<file path="src/rtl/approx_mul_err_sweeper.sv">
// Sweeps every operand pair through an external approximate multiplier and
// accumulates error statistics against the exact product.
module approx_mul_err_sweeper #(
   parameter int WIDTH   = 8,
   parameter int DUT_LAT = 0,
   parameter int CONF_W  = 6,
   parameter int SUM_W   = 32
) (
   input  logic                 clk,
   input  logic                 rst_n,
   input  logic                 start,
   input  logic                 abort,
   input  logic [CONF_W-1:0]    conf_in,
   input  logic [2*WIDTH-1:0]   approx_r,
   output logic [WIDTH-1:0]     op_a,
   output logic [WIDTH-1:0]     op_b,
   output logic [CONF_W-1:0]    conf_out,
   output logic                 busy,
   output logic                 done,
   output logic [2*WIDTH:0]     err_count,
   output logic [2*WIDTH:0]     over_count,
   output logic [SUM_W-1:0]     sum_ed,
   output logic [2*WIDTH-1:0]   max_ed,
   output logic [WIDTH-1:0]     max_a,
   output logic [WIDTH-1:0]     max_b,
   output logic [1:0]           state_dbg
);

   localparam int PW = 2 * WIDTH;
   localparam int SW = ((SUM_W > PW) ? SUM_W : PW) + 1;
   localparam int DW = $clog2(DUT_LAT + 2);
   localparam logic [DW-1:0] DRAIN_LAST = DW'((DUT_LAT > 0) ? DUT_LAT - 1 : 0);

   localparam logic [1:0] S_IDLE  = 2'd0;
   localparam logic [1:0] S_SWEEP = 2'd1;
   localparam logic [1:0] S_DRAIN = 2'd2;
   localparam logic [1:0] S_DONE  = 2'd3;

   logic [1:0]       state;
   logic [DW-1:0]    drain_cnt;
   logic             issue;
   logic             last_issue;
   logic             flush;
   logic             tag_vld;
   logic [WIDTH-1:0] tag_a;
   logic [WIDTH-1:0] tag_b;
   logic [PW-1:0]    tag_exact;
   logic [PW-1:0]    ed;
   logic [SW-1:0]    sum_ext;

   assign issue      = (state == S_SWEEP);
   assign last_issue = issue && (&op_a) && (&op_b);
   assign flush      = abort && ((state == S_SWEEP) || (state == S_DRAIN));
   assign busy       = (state == S_SWEEP) || (state == S_DRAIN);
   assign done       = (state == S_DONE);
   assign state_dbg  = state;

   // The tag travels alongside the external multiplier so the returned
   // product is compared against the pair that produced it.
   generate
      if (DUT_LAT == 0) begin : g_comb
         assign tag_vld   = issue;
         assign tag_a     = op_a;
         assign tag_b     = op_b;
         assign tag_exact = PW'(op_a) * PW'(op_b);
      end else begin : g_pipe
         logic             pipe_vld [DUT_LAT];
         logic [WIDTH-1:0] pipe_a   [DUT_LAT];
         logic [WIDTH-1:0] pipe_b   [DUT_LAT];
         logic [PW-1:0]    pipe_x   [DUT_LAT];

         always_ff @(posedge clk or negedge rst_n) begin
            if (!rst_n) begin
               for (int i = 0; i < DUT_LAT; i++) begin
                  pipe_vld[i] <= 1'b0;
                  pipe_a[i]   <= '0;
                  pipe_b[i]   <= '0;
                  pipe_x[i]   <= '0;
               end
            end else begin
               pipe_vld[0] <= issue && !flush;
               pipe_a[0]   <= op_a;
               pipe_b[0]   <= op_b;
               pipe_x[0]   <= PW'(op_a) * PW'(op_b);
               for (int i = 1; i < DUT_LAT; i++) begin
                  pipe_vld[i] <= pipe_vld[i-1] && !flush;
                  pipe_a[i]   <= pipe_a[i-1];
                  pipe_b[i]   <= pipe_b[i-1];
                  pipe_x[i]   <= pipe_x[i-1];
               end
            end
         end

         assign tag_vld   = pipe_vld[DUT_LAT-1];
         assign tag_a     = pipe_a[DUT_LAT-1];
         assign tag_b     = pipe_b[DUT_LAT-1];
         assign tag_exact = pipe_x[DUT_LAT-1];
      end
   endgenerate

   assign ed      = (tag_exact >= approx_r) ? (tag_exact - approx_r) : (approx_r - tag_exact);
   assign sum_ext = SW'(sum_ed) + SW'(ed);

   always_ff @(posedge clk or negedge rst_n) begin
      if (!rst_n) begin
         state     <= S_IDLE;
         drain_cnt <= '0;
         op_a      <= '0;
         op_b      <= '0;
         conf_out  <= '0;
      end else begin
         case (state)
            S_IDLE: begin
               if (start) begin
                  state    <= S_SWEEP;
                  conf_out <= conf_in;
                  op_a     <= '0;
                  op_b     <= '0;
               end
            end
            S_SWEEP: begin
               if (abort) begin
                  state <= S_IDLE;
               end else if (last_issue) begin
                  state     <= (DUT_LAT > 0) ? S_DRAIN : S_DONE;
                  drain_cnt <= '0;
               end else begin
                  {op_a, op_b} <= {op_a, op_b} + 1'b1;
               end
            end
            S_DRAIN: begin
               if (abort) begin
                  state <= S_IDLE;
               end else if (drain_cnt == DRAIN_LAST) begin
                  state <= S_DONE;
               end else begin
                  drain_cnt <= drain_cnt + 1'b1;
               end
            end
            default: state <= S_IDLE;
         endcase
      end
   end

   always_ff @(posedge clk or negedge rst_n) begin
      if (!rst_n) begin
         err_count  <= '0;
         over_count <= '0;
         sum_ed     <= '0;
         max_ed     <= '0;
         max_a      <= '0;
         max_b      <= '0;
      end else if ((state == S_IDLE) && start) begin
         err_count  <= '0;
         over_count <= '0;
         sum_ed     <= '0;
         max_ed     <= '0;
         max_a      <= '0;
         max_b      <= '0;
      end else if (tag_vld) begin
         if (ed != '0) err_count <= err_count + 1'b1;
         if (approx_r > tag_exact) over_count <= over_count + 1'b1;
         if (sum_ext > SW'({SUM_W{1'b1}})) sum_ed <= '1;
         else sum_ed <= sum_ext[SUM_W-1:0];
         // Strict compare keeps the earliest pair on ties.
         if (ed > max_ed) begin
            max_ed <= ed;
            max_a  <= tag_a;
            max_b  <= tag_b;
         end
      end
   end

endmodule
</file>
<file path="config.mk">
export PLATFORM = sky130hd
export DESIGN_NAME = approx_mul_err_sweeper
export DESIGN_NICKNAME = d
export VERILOG_FILES = /design/src/rtl/approx_mul_err_sweeper.sv
export SDC_FILE = /design/constraint.sdc
export NUM_CORES = 1
export LEC_CHECK = 0
export BUFFER_PORTS_ARGS = -buffer_cell sky130_fd_sc_hd__buf_2
export CAP_MARGIN = 10
export CORE_MARGIN = 4
export CORE_UTILIZATION = 59
export DETAILED_ROUTE_END_ITERATION = 7
export GPL_TIMING_DRIVEN = 0
export PLACE_DENSITY = 0.79
export SLEW_MARGIN = 20
export SYNTH_ARGS = -nofsm -noshare
export SYNTH_HDL_FRONTEND = slang
export SYNTH_SLANG_ARGS = --single-unit
</file>
<file path="constraint.sdc">
create_clock -name clk -period 10.8 [get_ports clk]
set_clock_uncertainty 0.2 [all_clocks]
set_input_delay 2.16 -clock clk [delete_from_list [all_inputs] [get_ports clk]]
set_output_delay 2.16 -clock clk [all_outputs]
set_load 0.05 [all_outputs]
</file>
* Word level (Yosys, flattened, before mapping)
Index checks and enable logic that the tools add are counted.
Word-level totals: output and inout bits 124, word-level logic and storage cells 91, bits in registers 123
Cells by class: equal/unequal tests 10, multiply operators 1, reduce and logical (&&, ||, !) cells 21, magnitude comparators 4, $add $sub $neg 7, multiplexer cells 37
Operator list (count):
- $mux W17 | 6
- $mux W32 | 3
- $mux W8 | 11
- $mux W16 | 4
- $add A17 B1 Y17 const B | 2
- $add A32 B16 Y33 | 1
- $gt A33 B32 Y1 const B | 1
- $gt A16 B16 Y1 | 2
- $pmux W8 S2 | 2
- $sub A16 B16 Y16 | 2
- $add A16 B1 Y16 const B | 1
- $ge A16 B16 Y1 | 1
- $mul A8 B8 Y16 | 1
- $reduce_and A8 Y1 | 2
- $reduce_bool A16 Y1 | 1
- $reduce_bool A2 Y1 | 6
- $mux W2 | 5
- $ne A2 B2 Y1 const B | 4
- $reduce_and A2 Y1 | 4
- $reduce_and A4 Y1 | 2
- $pmux W2 S3 | 1
- $eq A2 B2 Y1 const B | 2
- $mux W1 | 4
- $logic_and A1 B1 Y1 | 3
- other kinds (9) | 9

* Longest topological paths before layout
Gate-level depths: netlist (run 1).
word-level depth 8, depth in mapped cells 40, depth with buffers taken out 37

* Worst setup path after synthesis (run 1)
No wires, ideal clock.
path type register to register, start point reg op_a[0], end point reg sum_ed[21], arrival 9105 ps, required time 10478 ps, setup time 122 ps, slack 1374 ps, stages on the path, launching flop included 37, cell sequence dfrtp_1 -> clkbuf_1 -> nand2_1 -> fa_1 -> fa_1 -> inv_1 -> fa_1 -> inv_1 -> fa_1 -> inv_1 -> ha_1 -> inv_1 -> o21bai_1 -> a21oi_1 -> o21bai_1 -> a21oi_1 -> o211ai_1 -> a21o_1 -> a21o_1 -> xor2_1 -> ha_1 -> and4_4 -> a211o_1 -> nor3_4 -> mux2i_1 -> xor2_1 -> ha_1 -> a21o_1 -> a21oi_1 -> o21ai_0 -> a31oi_1 -> nor4_1 -> o31ai_1 -> a21oi_1 -> nor3b_1 -> nand2_1 -> a32o_1
On the way: longest elaborated chain between the ends 8
RTL lines:
- start: declaration | RTL line 15 | output logic [WIDTH-1:0] op_a,
- start signal: assignment | RTL line 128 | {op_a, op_b} <= {op_a, op_b} + 1'b1;
- $mul A8 B8 Y16 (*) | RTL line 65 | assign tag_exact = PW'(op_a) * PW'(op_b);
- $sub A16 B16 Y16 / $ge A16 B16 Y1 (equally long branches) | RTL line 101 | assign ed = (tag_exact >= approx_r) ? (tag_exact - approx_r) : (approx_r - tag_exact);
- $mux W16 (*) | RTL line 101
- $add A32 B16 Y33 (*) | RTL line 102 | assign sum_ext = SW'(sum_ed) + SW'(ed);
- $gt A33 B32 Y1 | RTL line 163 | if (sum_ext > SW'({SUM_W{1'b1}})) sum_ed <= '1;
- $mux W32 (*) | RTL line 163
- $mux W32 (*) | RTL line 160 | end else if (tag_vld) begin
- $mux W32 (*) | RTL line 153 | end else if ((state == S_IDLE) && start) begin
- end signal: assignment | RTL line 164 | else sum_ed <= sum_ext[SUM_W-1:0];
- end: declaration | RTL line 22 | output logic [SUM_W-1:0] sum_ed,
Every way passes the cells marked *; elsewhere a longest branch is shown, timed or not. The select of a mux whose other input is x is not followed. A chain may end at the register's enable or synchronous reset.

* Worst setup path in the final report (run 1)
start point reg op_b[4], end point reg sum_ed[23]
On the way: longest elaborated chain between the ends 8
RTL lines:
- start: declaration | RTL line 16 | output logic [WIDTH-1:0] op_b,
- start signal: assignment | RTL line 128
- $mul A8 B8 Y16 (*) | RTL line 65
- $sub A16 B16 Y16 / $ge A16 B16 Y1 (equally long branches) | RTL line 101
- $mux W16 (*) | RTL line 101
- $add A32 B16 Y33 (*) | RTL line 102
- $gt A33 B32 Y1 | RTL line 163
- $mux W32 (*) | RTL line 163
- $mux W32 (*) | RTL line 160
- $mux W32 (*) | RTL line 153
Marked as above.

==> results.json, run 1 <==
{
  "core_area_sq_um": 17500,
  "hold_end": "conf_out[1]",
  "hold_viol": 0,
  "tns_ns": 0,
  "rrSetupSlack_ns": 0.62,
  "die_w_microns": 143,
  "synthFlopType": "dfrtp_1",
  "maxSlewViolCount": 0,
  "synth.distinct_cells": 78,
  "synth.avg_cell_area_sq_um": 8.80,
  "num-fill-cells": 1387,
  "grt_usage_pct": 29.4,
  "clk_latency_ns": 0.43,
  "root_buffer": "clkbuf_16",
  "crit_type": "reg -> reg",
  "maxCapViolCount": 0,
  "layout_common_cells": "buf_2 (152), dfrtp_1 (122), inv_1 (121), ha_1 (109), nand2_1 (97)",
  "reg2regPathDepth": 36,
  "cts_tree": "yes",
  "cts_hold_buf": 0,
  "crit_path_start_kind": "flip-flop",
  "p_leak_nw": 6.48,
  "post-place-ws_ns": -0.0457,
  "r2r_start": "op_b[4]",
  "grt_antenna_before_repair": 2,
  "dieArea_sq_um": 20300,
  "ff_latch_area_sq_um": 3050,
  "grt_start_max_net_pins": 79,
  "synth_edf_count": 0,
  "start_util_pct": 61.0,
  "path_clk_slew_ns": 0.07,
  "cp-end-kind": "flip-flop",
  "vias": 9748,
  "placed_cell_area_sq_um": 11800,
  "stdcell_area_sq_um": 12400,
  "status": "finished clean",
  "crit_slowest_cell": "fa_1",
  "power_density_nw_per_um2": 189,
  "synth-async-reset-ratio_pct": 100,
  "worst_ep_required_time_ns": 10.90,
  "placedCellCount": 1590,
  "area_growth_pct": 16.0,
  "setup_viol": 0,
  "worst-slew-pin-transition_ns": 0.703,
  "rsz0062_at_grt": "false",
  "routedWlPerCell_microns": 18.1,
  "n_antenna_cell": 0,
  "drtAntennaViolNets": 0,
  "rows": 48,
  "hpwl_microns": 22100,
  "via_per_inst": 6.00,
  "syn_inst": 1215,
  "globalplace.congestion": 0.904,
  "h-tree-depth": 4,
  "multi_input_area_sq_um": 6970,
  "min_from": "conf_out[1]",
  "fmax_mhz": 98.2,
  "cts_buffers": 17,
  "timing.final.crit_period_ns": 10.18,
  "r2r_end": "sum_ed[23]",
  "cts.sinks": 122,
  "power_mw": 2.34,
  "syn-num-nets": 1389,
  "setup_slack_ns": 0.620,
  "instances_no_fill": 1624,
  "drive_gt1_share_pct": 16.8,
  "gr-total-overflow": 0,
  "max_stage_delay_ns": 0.54,
  "worstPathMaxFanout": 10,
  "initialDrtViolationCount": 748,
  "period_share_pct": 94.3,
  "min_path_cells": 2,
  "syn_area_sq_um": 10700,
  "drtPass1Iterations": 5,
  "layout_commonest_cell": "buf_2",
  "ios": 150,
  "synth-warning-count": 0,
  "grt_first_pass_wirelength_microns": 48500,
  "routed_wirelength_microns": 29300,
  "nets": 1560,
  "ir_worst_vdd_mv": 0.147,
  "grt_pass1_vias": 9631,
  "hold_path.class": "reg -> reg",
  "numPortBuffers": 149,
  "synth.yosys.seq_area_share_pct": 28.5,
  "relSlewSlack_pct": 53.0,
  "arrival_ns": 10.28,
  "synth_seq_cells": 122,
  "cts_buffer_depth": 2,
  "drc": 0,
  "die_y_microns": 143
}
Yosys cell counts (3+ instances only):
master	instances	area [sq um]
nand3b_1	5	37.5
clkbuf_1	41	154
nor3_1	9	45.0
a32oi_1	4	35.0
or3_1	16	100
a311oi_1	3	26.3
nor2_1	88	330
nor2b_1	12	75.1
o31ai_1	8	60.1
inv_1	121	454
a31o_2	4	35.0
nor3b_1	6	45.0
nand4_1	12	75.1
and3_1	20	125
o21ai_0	57	285
xor2_1	34	298
o2111ai_1	3	26.3
fa_1	39	781
nand2_1	97	364
a211oi_1	22	165
dfrtp_1	122	3050
o21bai_1	7	52.6
mux2i_1	31	310
a31oi_1	20	125
a21oi_1	74	370
buf_2	4	20.0
nor4_1	5	31.3
or2_2	6	37.5
a2111oi_0	5	43.8
nand3_1	24	120
and4_1	3	26.3
or4_1	5	37.5
ha_1	109	1360
a211o_1	5	43.8
buf_1	6	22.5
o311ai_0	3	26.3
buf_6	3	33.8
xnor2_1	24	210
o41ai_1	3	26.3
nand2b_1	8	50.1
and2_1	60	375
o21a_1	11	82.6
o211ai_1	7	52.6
a32o_1	4	40.0
a21o_1	25	188
per-layer routing:
| metal | share of wire, % | up-vias | global-route usage, % |
|---|---|---|---|
| met2 | 46 | 410 | 45.7 |
| met5 | 0.072 | - | 0 |
| met3 | 8.3 | 65 | 8.10 |
| met4 | 2.4 | 4 | 9.35 |
| met1 | 43 | 4697 | 40.3 |
| li1 | - | 4572 | - |
sequential cells by signal, indices dropped and copies added (netlist names):
name        cells
max_b           8
op_a            8
max_a           8
max_ed         16
state_dbg       2
sum_ed         32
conf_out        6
over_count     17
op_b            8
err_count      17
cell type report:
class | count | area share, %
clock buffer | 18 | 3.54
timing repair buffer | 153 | 6.46
clock inverter | 14 | 1.30
multi-input combinational | 916 | 56.2
tap | 225 | 2.27
buffer | 55 | 2.01
inverter | 121 | 3.66
sequential | 122 | 24.6
metrics by stage:
stage	util [%]	hold slack, ns
after global routing	70.7	0.305
after global placement	66.9	0.253
after detailed placement	67.0	0.259
after floorplan	-	0.544
final	70.7	0.275
after CTS	70.4	0.278
cell families after synthesis:
kind of cell	count (synthesis)	synth area share (%)
AO/OA/AOI/OAI	289	18.1
multiplexers	31	2.90
flip-flops	122	28.5
AND/OR/NAND/NOR	389	19.0
adder cells (fa/ha/maj)	148	20.0
XOR/XNOR	59	4.90
buffers and inverters	177	6.54
report_power, final:
group | switching (mW) | internal [mW]
combinational | 0.807 | 0.332
clock | 0.233 | 0.352
sequential | 0.0777 | 0.542
worst max-delay path, delay by kind of cell (launching register included):
kind | cells | cell delay (ns)
AO/OA/AOI/OAI | 15 | 3.38
adder cells (fa/ha/maj) | 7 | 3.06
AND/OR/NAND/NOR | 8 | 1.84
XOR/XNOR | 2 | 0.58
flip-flops | 1 | 0.42
buffers and inverters | 3 | 0.37
multiplexers | 1 | 0.20
worst max-delay path by stage:
stage	end	start	depth (start not counted)
6_report	sum_ed[23]	op_b[4]	36
3_5_place_dp	sum_ed[21]	op_a[0]	36
5_1_grt	max_ed[13]	op_b[2]	38
3_3_place_gp	sum_ed[23]	op_a[0]	36
4_1_cts	sum_ed[23]	op_a[1]	36
2_1_floorplan	sum_ed[21]	op_a[0]	36
timing repair:
action                                 4_1_cts  5_1_grt
setup endpoints to repair                   24       57
buffers inserted                             0        3
endpoints found under the hold margin        0        0
pin swaps                                    0        1
gates resized for setup                      0       14
No activity file was read; power rests on OpenSTA's default activity.
==> run 2: changes to the inputs <==
- ABC_AREA: not set -> 1
- CORE_UTILIZATION: 59 -> 60
- MAX_ROUTING_LAYER: not set -> met4
==> run 2 against run 1 <==
  * Critical path depth increased by 6
  * Non-clock buffer count decreased by 12
  * Count of clock-buffer cells in the layout unchanged
  * Power increased by 4.6%
  * Sequential share of layout area decreased by 2.4 points
  * Utilization decreased by 0.68 points
  * Highest routed layer is now met4
==> results.json, run 2 <==
{
  "arrival_ns": 9.35,
  "hpwl_microns": 26300,
  "rsz0062_at_grt": "false",
  "drtAntennaViolNets": 0,
  "grt_antenna_before_repair": 0,
  "post-cts-setup-buffers": 0,
  "hold_viol": 0,
  "syn_inst": 1762,
  "largest_reg_flops": 32,
  "hold_path.class": "reg -> reg",
  "routedWlPerCell_microns": 15.0,
  "worst-slew-pin-transition_ns": 0.669,
  "grt_first_pass_wirelength_microns": 54900,
  "relSlewSlack_pct": 54.9,
  "cts_buffers": 17,
  "setup_viol": 0,
  "die_y_microns": 150,
  "yosys-top-cells-area": "dfrtp_1 (25%), nand2_1 (14%), ha_1 (11%)",
  "grt_start_max_net_pins": 67,
  "path_clk_slew_ns": 0.06,
  "grt_pass1_vias": 11400,
  "maxSlewViolCount": 0,
  "rows": 51,
  "cp-end-kind": "flip-flop",
  "drive_gt1_share_pct": 12.5,
  "globalplace.congestion": 0.968,
  "ios": 150,
  "power_density_nw_per_um2": 179,
  "die_w_microns": 150,
  "power_mw": 2.45,
  "period_share_pct": 86.0,
  "synth-warning-count": 0,
  "synth.avg_cell_area_sq_um": 6.85,
  "synth.distinct_cells": 44,
  "area_growth_pct": 13.8,
  "crit_slowest_cell": "fa_1",
  "cp.buffers_inverters": 11,
  "synth_edf_count": 0,
  "gr-total-overflow": 0,
  "n_antenna_cell": 0,
  "cts.sinks": 122,
  "syn_area_sq_um": 12100,
  "crit_type": "reg -> reg",
  "start_util_pct": 61.6,
  "ir_worst_vdd_mv": 0.237,
  "synth_seq_cells": 122,
  "cts_buffer_depth": 2,
  "clk_latency_ns": 0.43,
  "worst_ep_required_time_ns": 10.87,
  "vias": 12000,
  "synthFlopType": "dfrtp_1",
  "synth-async-reset-ratio_pct": 100,
  "yosysTopAreaCell": "dfrtp_1",
  "timing.final.crit_period_ns": 9.28,
  "initialDrtViolationCount": 869,
  "synth.most_common_cell": "nand2_1",
  "layout_commonest_cell": "nand2_1",
  "cts_resized": 0,
  "registers.top_by_ff_count": "sum_ed",
  "max_stage_delay_ns": 0.55,
  "core_area_sq_um": 19600,
  "p_leak_nw": 7.91,
  "maxCapViolCount": 0,
  "status": "finished clean",
  "numPortBuffers": 149,
  "synth.yosys.seq_area_share_pct": 25.3,
  "drtPass1Iterations": 6,
  "cts_hold_buf": 0,
  "root_buffer": "clkbuf_16",
  "layout_common_cells": "nand2_1 (452), inv_1 (351), buf_2 (153), nand3_1 (128), dfrtp_1 (122)",
  "dieArea_sq_um": 22400,
  "grt_usage_pct": 30.9,
  "syn-num-nets": 1936,
  "stdcell_area_sq_um": 13700,
  "crit_path_start_kind": "flip-flop",
  "via_per_inst": 5.45,
  "num-fill-cells": 1695,
  "yosysTopAreaCellShare_pct": 25.3,
  "placed_cell_area_sq_um": 13200,
  "cts_tree": "yes",
  "worstPathMaxFanout": 10,
  "fmax_mhz": 108,
  "critPathTopFamily": "adder cells",
  "nets": 2105,
  "ys_top_cells_by_count": "nand2_1 (452), inv_1 (351), nand3_1 (128)",
  "h-tree-depth": 4,
  "routed_wirelength_microns": 33100,
  "tns_ns": 0,
  "drc": 0,
  "top_regs": "sum_ed (32), err_count (17), over_count (17)"
}
## run 2: cell count changes after synthesis, sizes merged, moves of 23 or more
cell    change
a211oi     -23
and2       -59
inv       +234
mux2i      -31
nand2     +383
nand3     +107
o21ai      +26
## run 2: worst paths after layout
path / start / endpoint / slack (ns) / cells past startpoint
setup / recovery: op_b[7] / max_ed[12] / 1.52 / 42
hold / removal: conf_out[5] / conf_out[5] / 0.28 / 2
setup reg to reg: op_b[7] / max_ed[12] / 1.52 / 42
hold reg to reg: conf_out[5] / conf_out[5] / 0.28 / 2
max in group asynchronous: rst_n / err_count[8] / 8.15 / 2
min in group asynchronous: rst_n / max_ed[9] / 1.50 / 1
## run 2: cell families (layout without fill, tap and decap cells)
family | Yosys count | count (layout) | synth area share [%]
AND/OR/NAND/NOR | 792 | 792 | 28.5
buffers and inverters | 404 | 586 | 12.9
AO/OA/AOI/OAI | 227 | 227 | 10.5
adder cells (fa/ha/maj) | 148 | 148 | 17.8
flip-flops | 122 | 122 | 25.3
XOR/XNOR | 69 | 69 | 5.01
## run 2: per-layer routing
layer | up-vias | routed length (microns) | track usage [%]
li1 | 5882 | - | -
met2 | 495 | 15200 | 47.7
met1 | 5608 | 14800 | 42.3
met5 | - | 0 | -
met4 | 0 | 613 | 8.83
met3 | 56 | 2570 | 5.27
## run 2: worst reg2reg max path, delay by kind of cell, from the launching register on
family,cells,cell delay (ns)
AND/OR/NAND/NOR,19,2.84
buffers and inverters,11,1.56
AO/OA/AOI/OAI,4,0.76
XOR/XNOR,1,0.17
adder cells (fa/ha/maj),7,3.20
flip-flops,1,0.39
## run 2: per-stage QoR
stage	utilization, %	cells	hold slack (ns)	worst slack, ns
floorplan	-	1762	0.560	2.72
global placement	67.1	2176	0.258	1.82
detailed placement	67.3	2177	0.265	1.74
CTS	70.1	2209	0.286	1.64
global route	70.1	2209	0.305	0.898
finish	70.1	2209	0.282	1.52
## run 2: final cells by class
type	count	area, sq um	area share (%)
Multi-Input combinational cell	1236	7450	54.3
Sequential cell	122	3050	22.2
Inverter	358	1340	9.79
Timing Repair Buffer	150	779	5.68
Clock buffer	18	439	3.20
Tap cell	265	332	2.42
Buffer	46	214	1.56
Clock inverter	14	113	0.820
## run 2: power breakdown
group	internal, mW	total [mW]	switching [mW]	leakage (nW)
sequential	0.545	0.627	0.0815	1.66
clock	0.304	0.537	0.233	0.262
combinational	0.342	1.29	0.946	6.00
